File: src/rtl/qdac_sar_if.sv
// qdac_sar_if
//   Bundles the conversion handshake and QDAC frame signals of the SAR
//   sequencer.
//   slave  modport : sequencer side. It receives start/abort/cmp_in and drives
//                    code/qdac_rst/busy/done/result.
//   master modport : requester/analog side, with the opposite directions.
//   Signals:
//     start    request a conversion; sampled only while idle
//     abort    synchronous cancel of any activity
//     cmp_in   comparator decision, 1 = QDAC Vout above the input
//     code     NBITS-wide QDAC code bus (MSB = code[NBITS-1])
//     qdac_rst QDAC capacitor reset switch drive
//     busy     conversion in progress
//     done     one-cycle result-valid pulse
//     result   last completed conversion result
interface qdac_sar_if #(
  parameter int NBITS = 5
);
  logic             start;
  logic             abort;
  logic             cmp_in;
  logic [NBITS-1:0] code;
  logic             qdac_rst;
  logic             busy;
  logic             done;
  logic [NBITS-1:0] result;

  modport slave (
    input  start, abort, cmp_in,
    output code, qdac_rst, busy, done, result
  );

  modport master (
    output start, abort, cmp_in,
    input  code, qdac_rst, busy, done, result
  );
endinterface

File: src/rtl/qdac_sar_controller.sv
// qdac_sar_controller
//   Successive-approximation sequencer for the 5-bit capacitive QDAC. It
//   resets the QDAC capacitors and then resolves one code bit at a time by
//   binary search, using the comparator decision on the QDAC output.
//
//   Ports:
//     clk  conversion clock
//     rst  asynchronous active-high reset
//     bus  qdac_sar_if.slave: start, abort, cmp_in in; code, qdac_rst, busy,
//          done, result out. All outputs come straight from flops.
//
//   Parameters:
//     NBITS          conversion width (number of QDAC code bits)
//     RST_CYCLES     cycles qdac_rst is held high at the start of a conversion
//     SETTLE_CYCLES  settling cycles after each trial-bit change
//
//   Build option:
//     QDAC_SAR_CMP_SYNC_EN  when defined, cmp_in passes through a 2-flop
//                           synchronizer, which adds 2 cycles to every bit
//                           trial. When undefined, cmp_in must already be
//                           synchronous to clk.
module qdac_sar_controller #(
  parameter int NBITS         = 5,
  parameter int RST_CYCLES    = 4,
  parameter int SETTLE_CYCLES = 2
) (
  input  logic         clk,
  input  logic         rst,
  qdac_sar_if.slave    bus
);

`ifdef QDAC_SAR_CMP_SYNC_EN
  localparam int SYNC_STAGES = 2;
`else
  localparam int SYNC_STAGES = 0;
`endif

  // Cycles spent on each trial bit; the comparator is sampled on the last edge.
  localparam int HOLD    = 1 + SETTLE_CYCLES + SYNC_STAGES;
  localparam int CNT_MAX = (RST_CYCLES > HOLD) ? RST_CYCLES : HOLD;
  localparam int CNT_W   = $clog2(CNT_MAX + 1);
  localparam int IDX_W   = (NBITS > 1) ? $clog2(NBITS) : 1;

  typedef enum logic [1:0] {
    S_IDLE  = 2'd0,
    S_RESET = 2'd1,
    S_BIT   = 2'd2,
    S_DONE  = 2'd3
  } state_t;

  state_t           state_q, state_d;
  logic [CNT_W-1:0] cnt_q, cnt_d;
  logic [IDX_W-1:0] idx_q, idx_d;
  logic [NBITS-1:0] code_q, code_d;
  logic [NBITS-1:0] result_q, result_d;
  logic             busy_q, busy_d;
  logic             qdac_rst_q, qdac_rst_d;
  logic             done_q, done_d;
  logic             cmp_s;
  logic             bit_last;

  // Comparator path
`ifdef QDAC_SAR_CMP_SYNC_EN
  logic cmp_meta_q, cmp_sync_q;

  always_ff @(posedge clk or posedge rst) begin
    if (rst) begin
      cmp_meta_q <= 1'b0;
      cmp_sync_q <= 1'b0;
    end else begin
      cmp_meta_q <= bus.cmp_in;
      cmp_sync_q <= cmp_meta_q;
    end
  end

  assign cmp_s = cmp_sync_q;
`else
  assign cmp_s = bus.cmp_in;
`endif

  // The trial value is too high when the comparator reports 1, so that bit is dropped.
  function automatic logic [NBITS-1:0] apply_decision(input logic [NBITS-1:0] code,
                                                      input logic [IDX_W-1:0] idx,
                                                      input logic             cmp);
    logic [NBITS-1:0] c;
    c = code;
    if (cmp) c[idx] = 1'b0;
    return c;
  endfunction

  assign bit_last = (cnt_q == CNT_W'(HOLD - 1));

  // State register
  always_ff @(posedge clk or posedge rst) begin
    if (rst) begin
      state_q    <= S_IDLE;
      cnt_q      <= '0;
      idx_q      <= '0;
      code_q     <= '0;
      result_q   <= '0;
      busy_q     <= 1'b0;
      qdac_rst_q <= 1'b1;
      done_q     <= 1'b0;
    end else begin
      state_q    <= state_d;
      cnt_q      <= cnt_d;
      idx_q      <= idx_d;
      code_q     <= code_d;
      result_q   <= result_d;
      busy_q     <= busy_d;
      qdac_rst_q <= qdac_rst_d;
      done_q     <= done_d;
    end
  end

  // Next-state logic. abort overrides every transition, including start in IDLE.
  always_comb begin
    state_d = state_q;
    cnt_d   = cnt_q;
    idx_d   = idx_q;
    if (bus.abort) begin
      state_d = S_IDLE;
      cnt_d   = '0;
      idx_d   = '0;
    end else begin
      unique case (state_q)
        S_IDLE: begin
          if (bus.start) begin
            state_d = S_RESET;
            cnt_d   = '0;
          end
        end
        S_RESET: begin
          if (cnt_q == CNT_W'(RST_CYCLES - 1)) begin
            state_d = S_BIT;
            cnt_d   = '0;
            idx_d   = IDX_W'(NBITS - 1);
          end else begin
            cnt_d = cnt_q + CNT_W'(1);
          end
        end
        S_BIT: begin
          if (bit_last) begin
            cnt_d = '0;
            if (idx_q == '0) state_d = S_DONE;
            else             idx_d   = idx_q - IDX_W'(1);
          end else begin
            cnt_d = cnt_q + CNT_W'(1);
          end
        end
        S_DONE: begin
          state_d = S_IDLE;
          cnt_d   = '0;
        end
        default: state_d = S_IDLE;
      endcase
    end
  end

  // Output logic: computes the next values of the registered outputs.
  always_comb begin
    code_d     = code_q;
    result_d   = result_q;
    busy_d     = 1'b0;
    qdac_rst_d = 1'b1;
    done_d     = 1'b0;
    unique case (state_d)
      S_IDLE: begin
        code_d = '0;
      end
      S_RESET: begin
        code_d = '0;
        busy_d = 1'b1;
      end
      S_BIT: begin
        busy_d     = 1'b1;
        qdac_rst_d = 1'b0;
        if (state_q == S_RESET) begin
          code_d = NBITS'(1) << (NBITS - 1);
        end else if (bit_last) begin
          // Resolve the current bit and raise the next trial bit on the same edge.
          code_d = apply_decision(code_q, idx_q, cmp_s) | (NBITS'(1) << idx_d);
        end
      end
      S_DONE: begin
        qdac_rst_d = 1'b0;
        done_d     = 1'b1;
        code_d     = apply_decision(code_q, idx_q, cmp_s);
        result_d   = apply_decision(code_q, idx_q, cmp_s);
      end
      default: code_d = '0;
    endcase
  end

  assign bus.code     = code_q;
  assign bus.result   = result_q;
  assign bus.busy     = busy_q;
  assign bus.qdac_rst = qdac_rst_q;
  assign bus.done     = done_q;

endmodule

File: src/flat_wrapper.sv
// flat-port wrapper written by rule: the top's interface ports become plain ports
module qdac_sar_controller_flat 
#(
  parameter int NBITS         = 5,
  parameter int RST_CYCLES    = 4,
  parameter int SETTLE_CYCLES = 2
)
  (clk, rst, bus_start, bus_abort, bus_cmp_in, bus_code, bus_qdac_rst, bus_busy, bus_done, bus_result);
  qdac_sar_if #(.NBITS(NBITS)) bus_i ();
  input  logic clk;
  input  logic rst;
  input wire logic [$bits(bus_i.start)-1:0] bus_start;
  input wire logic [$bits(bus_i.abort)-1:0] bus_abort;
  input wire logic [$bits(bus_i.cmp_in)-1:0] bus_cmp_in;
  output wire logic [$bits(bus_i.code)-1:0] bus_code;
  output wire logic [$bits(bus_i.qdac_rst)-1:0] bus_qdac_rst;
  output wire logic [$bits(bus_i.busy)-1:0] bus_busy;
  output wire logic [$bits(bus_i.done)-1:0] bus_done;
  output wire logic [$bits(bus_i.result)-1:0] bus_result;
  assign bus_i.start = bus_start;
  assign bus_i.abort = bus_abort;
  assign bus_i.cmp_in = bus_cmp_in;
  assign bus_code = bus_i.code;
  assign bus_qdac_rst = bus_i.qdac_rst;
  assign bus_busy = bus_i.busy;
  assign bus_done = bus_i.done;
  assign bus_result = bus_i.result;
  qdac_sar_controller #(.NBITS(NBITS), .RST_CYCLES(RST_CYCLES), .SETTLE_CYCLES(SETTLE_CYCLES)) u_core (.clk(clk), .rst(rst), .bus(bus_i));
endmodule
File: config.mk
export PLATFORM = sky130hd
export DESIGN_NAME = qdac_sar_controller_flat
export DESIGN_NICKNAME = d
export VERILOG_FILES = /design/src/rtl/qdac_sar_if.sv /design/src/rtl/qdac_sar_controller.sv /design/src/flat_wrapper.sv
export SDC_FILE = /design/constraint.sdc
export NUM_CORES = 1
export LEC_CHECK = 0
export CORE_MARGIN = 5
export CORE_UTILIZATION = 39
export CTS_CLUSTER_SIZE = 24
export DETAILED_ROUTE_END_ITERATION = 10
export DONT_BUFFER_PORTS = 1
export PLACE_DENSITY_LB_ADDON = 0.08
export SLEW_MARGIN = 30
export SYNTH_ARGS = -nofsm -noshare
export SYNTH_HDL_FRONTEND = slang
export SYNTH_SLANG_ARGS = --single-unit
export TNS_END_PERCENT = 20
File: constraint.sdc
create_clock -name clk -period 3.2 [get_ports clk]
set_clock_uncertainty 0.2 [all_clocks]
set_input_delay 0.64 -clock clk [delete_from_list [all_inputs] [get_ports clk]]
set_output_delay 0.64 -clock clk [all_outputs]
set_load 0.005 [all_outputs]
After elaboration in Yosys (flattened, before gate mapping)

Cells that the tools add are included.

Register bits after elaboration: 21
Bits of input ports: 5
Output and inout port bits: 13
Word-level logic and storage cells: 61

Reduce and logical (&&, ||, !) cells: 7
Bitwise operators: 3
Shift operators: 1
Eq/ne operators: 10
Add/sub/neg operators: 2
Magnitude comparators: 2
Multiplexer cells: 28

Operators with widths:

| operator              | number |
|---|---|
| $mux W5               | 6 |
| $mux W3               | 8 |
| $pmux W5 S3           | 1 |
| $pmux W3 S4           | 1 |
| $mux W2               | 5 |
| $eq A2 B2 Y1 const B  | 4 |
| $pmux W2 S4           | 1 |
| $eq A3 B2 Y1 const B  | 2 |
| $pmux W3 S2           | 1 |
| $reduce_or A2 Y1      | 3 |
| $and A5 B5 Y5         | 1 |
| $not A5 Y5            | 1 |
| $or A5 B5 Y5          | 1 |
| $shl A1 B3 Y5 const A | 1 |
| $eq A2 B1 Y1 const B  | 2 |
| $logic_not A2 Y1      | 2 |
| $lt A3 B4 Y1 const B  | 1 |
| $mux W1               | 4 |
| $add A3 B1 Y3 const B | 1 |
| $demux W1 S3          | 1 |
| $ge A3 B1 Y1 const B  | 1 |
| $logic_not A3 Y1      | 1 |
| $ne A3 B1 Y1 const B  | 1 |
| $ne A3 B3 Y1 const B  | 1 |
| 2 further kinds       | 2 |

Depth between registers and ports, before layout

Depth in word-level cells: 14
Mapped depth: 13

Worst setup path before layout

OpenSTA, ideal clock, no wires.

Kind: reg2reg
Start: register u_core.cnt_q[0]
End: register u_core.code_q[0] (netlist: u_core.bus.code[0])
Data required time: 2.905 ns
Path slack: 0.532 ns
Setup time: 0.095 ns
Arrival time: 2.372 ns
Stages on the path, launching flop included: 10
Period minus slack after synthesis: 2.668 ns
Cell sequence: dfrtp_1 ha_1 ha_1 o22ai_1 a221oi_1 ha_1 nand2b_1 or3_1 o21a_1 o31ai_1

Elaborated cells on any way between the ends: 21

RTL lines:

| element                                          | line                                                   | text |
|---|---|---|
| start, declared                                  | qdac_sar_controller.sv:52                              | `logic [CNT_W-1:0] cnt_q, cnt_d;` |
| start signal, assigned                           | qdac_sar_controller.sv:106                             | `cnt_q <= cnt_d;` |
| $eq A3 B2 Y1 (on tied branches)                  | qdac_sar_controller.sv:91, qdac_sar_controller.sv:134  |  |
| $mux W2 (on tied branches)                       | qdac_sar_controller.sv:143, qdac_sar_controller.sv:134 |  |
| $pmux W2 S4 (*)                                  | qdac_sar_controller.sv:126                             | `unique case (state_q)` |
| $mux W2 (*)                                      | qdac_sar_controller.sv:121                             | `if (bus.abort) begin` |
| named net u_core.state_d[1]                      | qdac_sar_controller.sv:51                              | `state_t state_q, state_d;` |
| $eq A2 B1 Y1 or $logic_not A2 Y1 (tied branches) | qdac_sar_controller.sv:167                             | `unique case (state_d)` |
| $reduce_or A2 Y1 (no source line)                | -                                                      |  |
| $pmux W5 S3                                      | qdac_sar_controller.sv:167                             |  |
| end signal, assigned                             | qdac_sar_controller.sv:108                             | `code_q <= code_d;` |
| end, declared                                    | qdac_sar_controller.sv:54                              | `logic [NBITS-1:0] code_q, code_d;` |

The timed path passes the listed nets; every way through them passes the cells marked *. The select of a mux whose other input is x is not followed.
A chain may end at the register's enable or synchronous reset.

Worst setup path in the final report

Start: register u_core.state_q[1]
End: register u_core.code_q[0] (netlist: u_core.bus.code[0])

Elaborated cells on any way between the ends: 23

RTL lines:

| element                                          | line                       | text |
|---|---|---|
| start, declared                                  | qdac_sar_controller.sv:51  |  |
| start signal, assigned                           | qdac_sar_controller.sv:105 | `state_q <= state_d;` |
| $mux W2                                          | qdac_sar_controller.sv:145 | `if (idx_q == '0) state_d = S_DONE;` |
| $mux W2                                          | qdac_sar_controller.sv:143 | `if (bit_last) begin` |
| $pmux W2 S4 (*)                                  | qdac_sar_controller.sv:126 |  |
| $mux W2 (*)                                      | qdac_sar_controller.sv:121 |  |
| named net u_core.state_d[1]                      | qdac_sar_controller.sv:51  |  |
| $eq A2 B1 Y1 or $logic_not A2 Y1 (tied branches) | qdac_sar_controller.sv:167 |  |
| $reduce_or A2 Y1 (no source line)                | -                          |  |
| $pmux W5 S3                                      | qdac_sar_controller.sv:167 |  |

Marks and branches as above.

==> summary.txt <==
Route
  – Antenna Nets Post-Route: 0
  – Detailed-route vias per instance: around 5.7
  – DR WL/cell: between 15 and 20 um
  – # DRC: 0
  – Pre-antenna DRT Iters: 4
  – Vias: 1109
  – DRT Wirelength: between 3000 and 4000 um
  – DR iter-0 viols: just over 90

Power and ir drop
  – VDD IR max: about 170 uV
  – P_int: around 330 uW
  – Combinational power share: 8.5%
  – Leak: roughly 0.65 nW
  – Register share of total power: 61.2%
  – Clock power frac: 30.3%
  – Switching pwr: 112.3 uW
  – Sw frac: roughly a quarter
  – PD cells: a little under 300 nW/um2

STA
  – Fin. max-slew vios: 0
  – Setup_tns: 0 ns
  – Fin. Hold Viols: 0
  – Worst-Margin Slew: about 0.81 ns
  – Fmax: 0.3520 GHz
  – Setup violators final: 0
  – RSZ-0062 raised after global routing: no
  – Final worst-path cycle share: between 80% and 90%
  – Slew headroom: 46.24%
  – Final Critical Period: between 2 and 3 ns
  – Final Worst Setup Slack: roughly 0.36 ns

Clocking
  – Bufs on Longest Clock Path: 2
  – Worst skew pair latency: 0.32 ns
  – Number of gates resized after CTS: 0
  – CTS H-tree depth: 1
  – Number of CTS-inserted buffers: 3
  – Clk sink count: 21
  – Worst-path clk slew: 0.12 ns
  – CTS root buf: clkbuf_4
  – Hold buffer count at CTS: 0
  – CTS tree: yes
  – Setup repair bufs after CTS: 0

Floorplanning
  – Die width: 70.05 um
  – DIE HEIGHT: 70.05 um
  – Initial Util: 41.17%
  – Core Footprint: approximately 3400 um2
  – Num rows: 21
  – I/O Pins: 18
  – Area of the die: around 5000 um2

Place
  – DP Worst Slack: 0.2259 ns
  – DP HPWL: 2482 um
  – Cell count after placement: 192
  – Post-DP Area: 1480 um2
  – Routability Congestion: 0.8407
  – Buffers added on ports: 0

Logic synthesis
  – Yosys top cell area share: between 30% and 40%
  – Synthesized net count: between 150 and 200
  – EDFF count, synth: 0
  – Ys async rst share: 100.0%
  – Mapped cell area: around 1400 um2
  – Yosys cell types: 49
  – Post-Syn Instances: about 150
  – Area contributors post-synth: dfrtp_1 (36%), ha_1 (12%), inv_1 (4.5%)
  – Synth warn: 0
  – Avg Inst Size Synth: 9.699 um2
  – Flops & latches, synth: 21
  – Top_reg_cell synth: dfrtp_1
  – Top post-synthesis cells by count: dfrtp_1 (20), inv_1 (17), ha_1 (13)
  – Most frequent cell after synthesis: dfrtp_1
  – Seq/Total Area, Yosys: a little under two fifths
  – Top cell type by total area after synthesis: dfrtp_1

Global routing
  – Initial antenna violation count: 0
  – Met2 global-route usage: 22.77%
  – Busiest grt layer: met2
  – GRT Total Usage: between 10% and 20%
  – Global-route wire length before repair: 5513 um
  – M1 GR Usage: 17.63%
  – Met3 Use GR: between 3 and 4%
  – Congestion Overflow GR: 0
  – Vias in the first global route: roughly 1100
  – Largest net degree at the start of global routing: 22

Final layout
  – Fin nets: between 150 and 200
  – Final instance area: between 1500 and 2000 um2
  – Diode count: 0
  – Layout cell share with drive strength beyond 1: between 10% and 20%
  – Layout Cells excl Fill: 196
  – Layout area overhead: 7.651%

Setup path
  – CP Capture Type: flop
  – R2R cell count: 9
  – Worst EP arrival: 2.87 ns
  – Worst Path Max Fanout: 8
  – Crit start category: flop
  – Required @ worst endpoint: 3.23 ns
  – WS Path Type: reg2reg

Flow run
  – Max-cap violations: 0

Worst hold path
  – Min-Delay Path Class: in2async

Outcome
  – Status: finished clean
state kept, by name, summed over array words and instances, names as in the netlist:
name / cells
u_core.bus.qdac_rst: 1
u_core.bus.code: 5
u_core.bus.busy: 1
u_core.cnt_q: 3
u_core.bus.result: 5
u_core.bus.done: 1
u_core.idx_q: 3
u_core.state_q: 2
final timing paths:
kind,slack (ns),from,endpoint
max,0.36,u_core.state_q[1],u_core.bus.code[0]
min,0.15,rst,u_core.bus.done
max reg2reg,0.36,u_core.state_q[1],u_core.bus.code[0]
min reg2reg,0.34,u_core.bus.result[1],u_core.bus.result[1]
max in group asynchronous,2.16,rst,u_core.idx_q[0]
min in group clk,0.17,bus_abort,u_core.cnt_q[0]
power groups by stage:
stage          combinational [mW]  clock, mW  sequential (mW)
3_3_place_gp               0.0384          0            0.275
6_report                   0.0376      0.134            0.270
5_1_grt                    0.0426      0.149            0.271
3_5_place_dp               0.0376          0            0.275
4_1_cts                    0.0377      0.137            0.270
2_1_floorplan              0.0318          0            0.275
layout make-up:
type | instances | area [um2]
clock buffer | 3 | 22.52
clock inverter | 1 | 5.005
fill | 338 | 1902
inverter | 17 | 63.81
multi-input combinational | 102 | 793.3
sequential | 21 | 526.8
tap | 46 | 57.56
timing repair buffer | 6 | 45.04
placed cells by master, fill, tap and decap left out, types with 2 or more instances in the layout:
cell,count
o21ai_0,5
buf_4,6
a311oi_1,2
nand2_1,11
clkbuf_4,3
o31ai_2,3
a21oi_1,8
nand2b_1,5
a31o_2,2
or3_1,3
o31ai_1,3
dfrtp_1,20
nor2b_1,4
o2bb2ai_1,4
ha_1,13
inv_1,17
nor4bb_1,2
o22ai_1,3
and2b_1,2
nor2_1,4
a211oi_1,2
cell families (layout without fill, tap and decap cells):
kind of cell / count (synthesis) / in the layout / synth area share (%)
buf+inv: 22 / 27 / 6.584
simple gates: 42 / 42 / 18.15
mux: 2 / 2 / 1.512
compound gates: 45 / 45 / 24.73
flops: 21 / 21 / 37.46
fa+ha+maj: 13 / 13 / 11.57
through the flow:
step           util [%]  total power [mW]  hold slack (ns)
3_5_place_dp      43.33            0.3130           0.3139
4_1_cts           44.14            0.4454           0.1615
2_1_floorplan         -            0.3065           0.2784
6_report          44.32            0.4414           0.1484
3_3_place_gp      43.33            0.3136           0.3111
5_1_grt           44.32            0.4624           0.1513
metal layers:
layer / wire, um / up-vias
li1: - / 538
met4: 41 / 0
met2: 1538 / 29
met3: 174 / 5
met1: 1511 / 537
met5: 0 / -
critical path: stages (launching register included):
cell	delay, ns
dfrtp_1	0.44
inv_1	0.12
ha_1	0.30
o22ai_1	0.12
a221oi_2	0.37
ha_1	0.33
nand2b_1	0.10
or3_1	0.34
o21a_1	0.17
o31ai_1	0.26
Note: power is estimated with default switching activity, not from simulation.
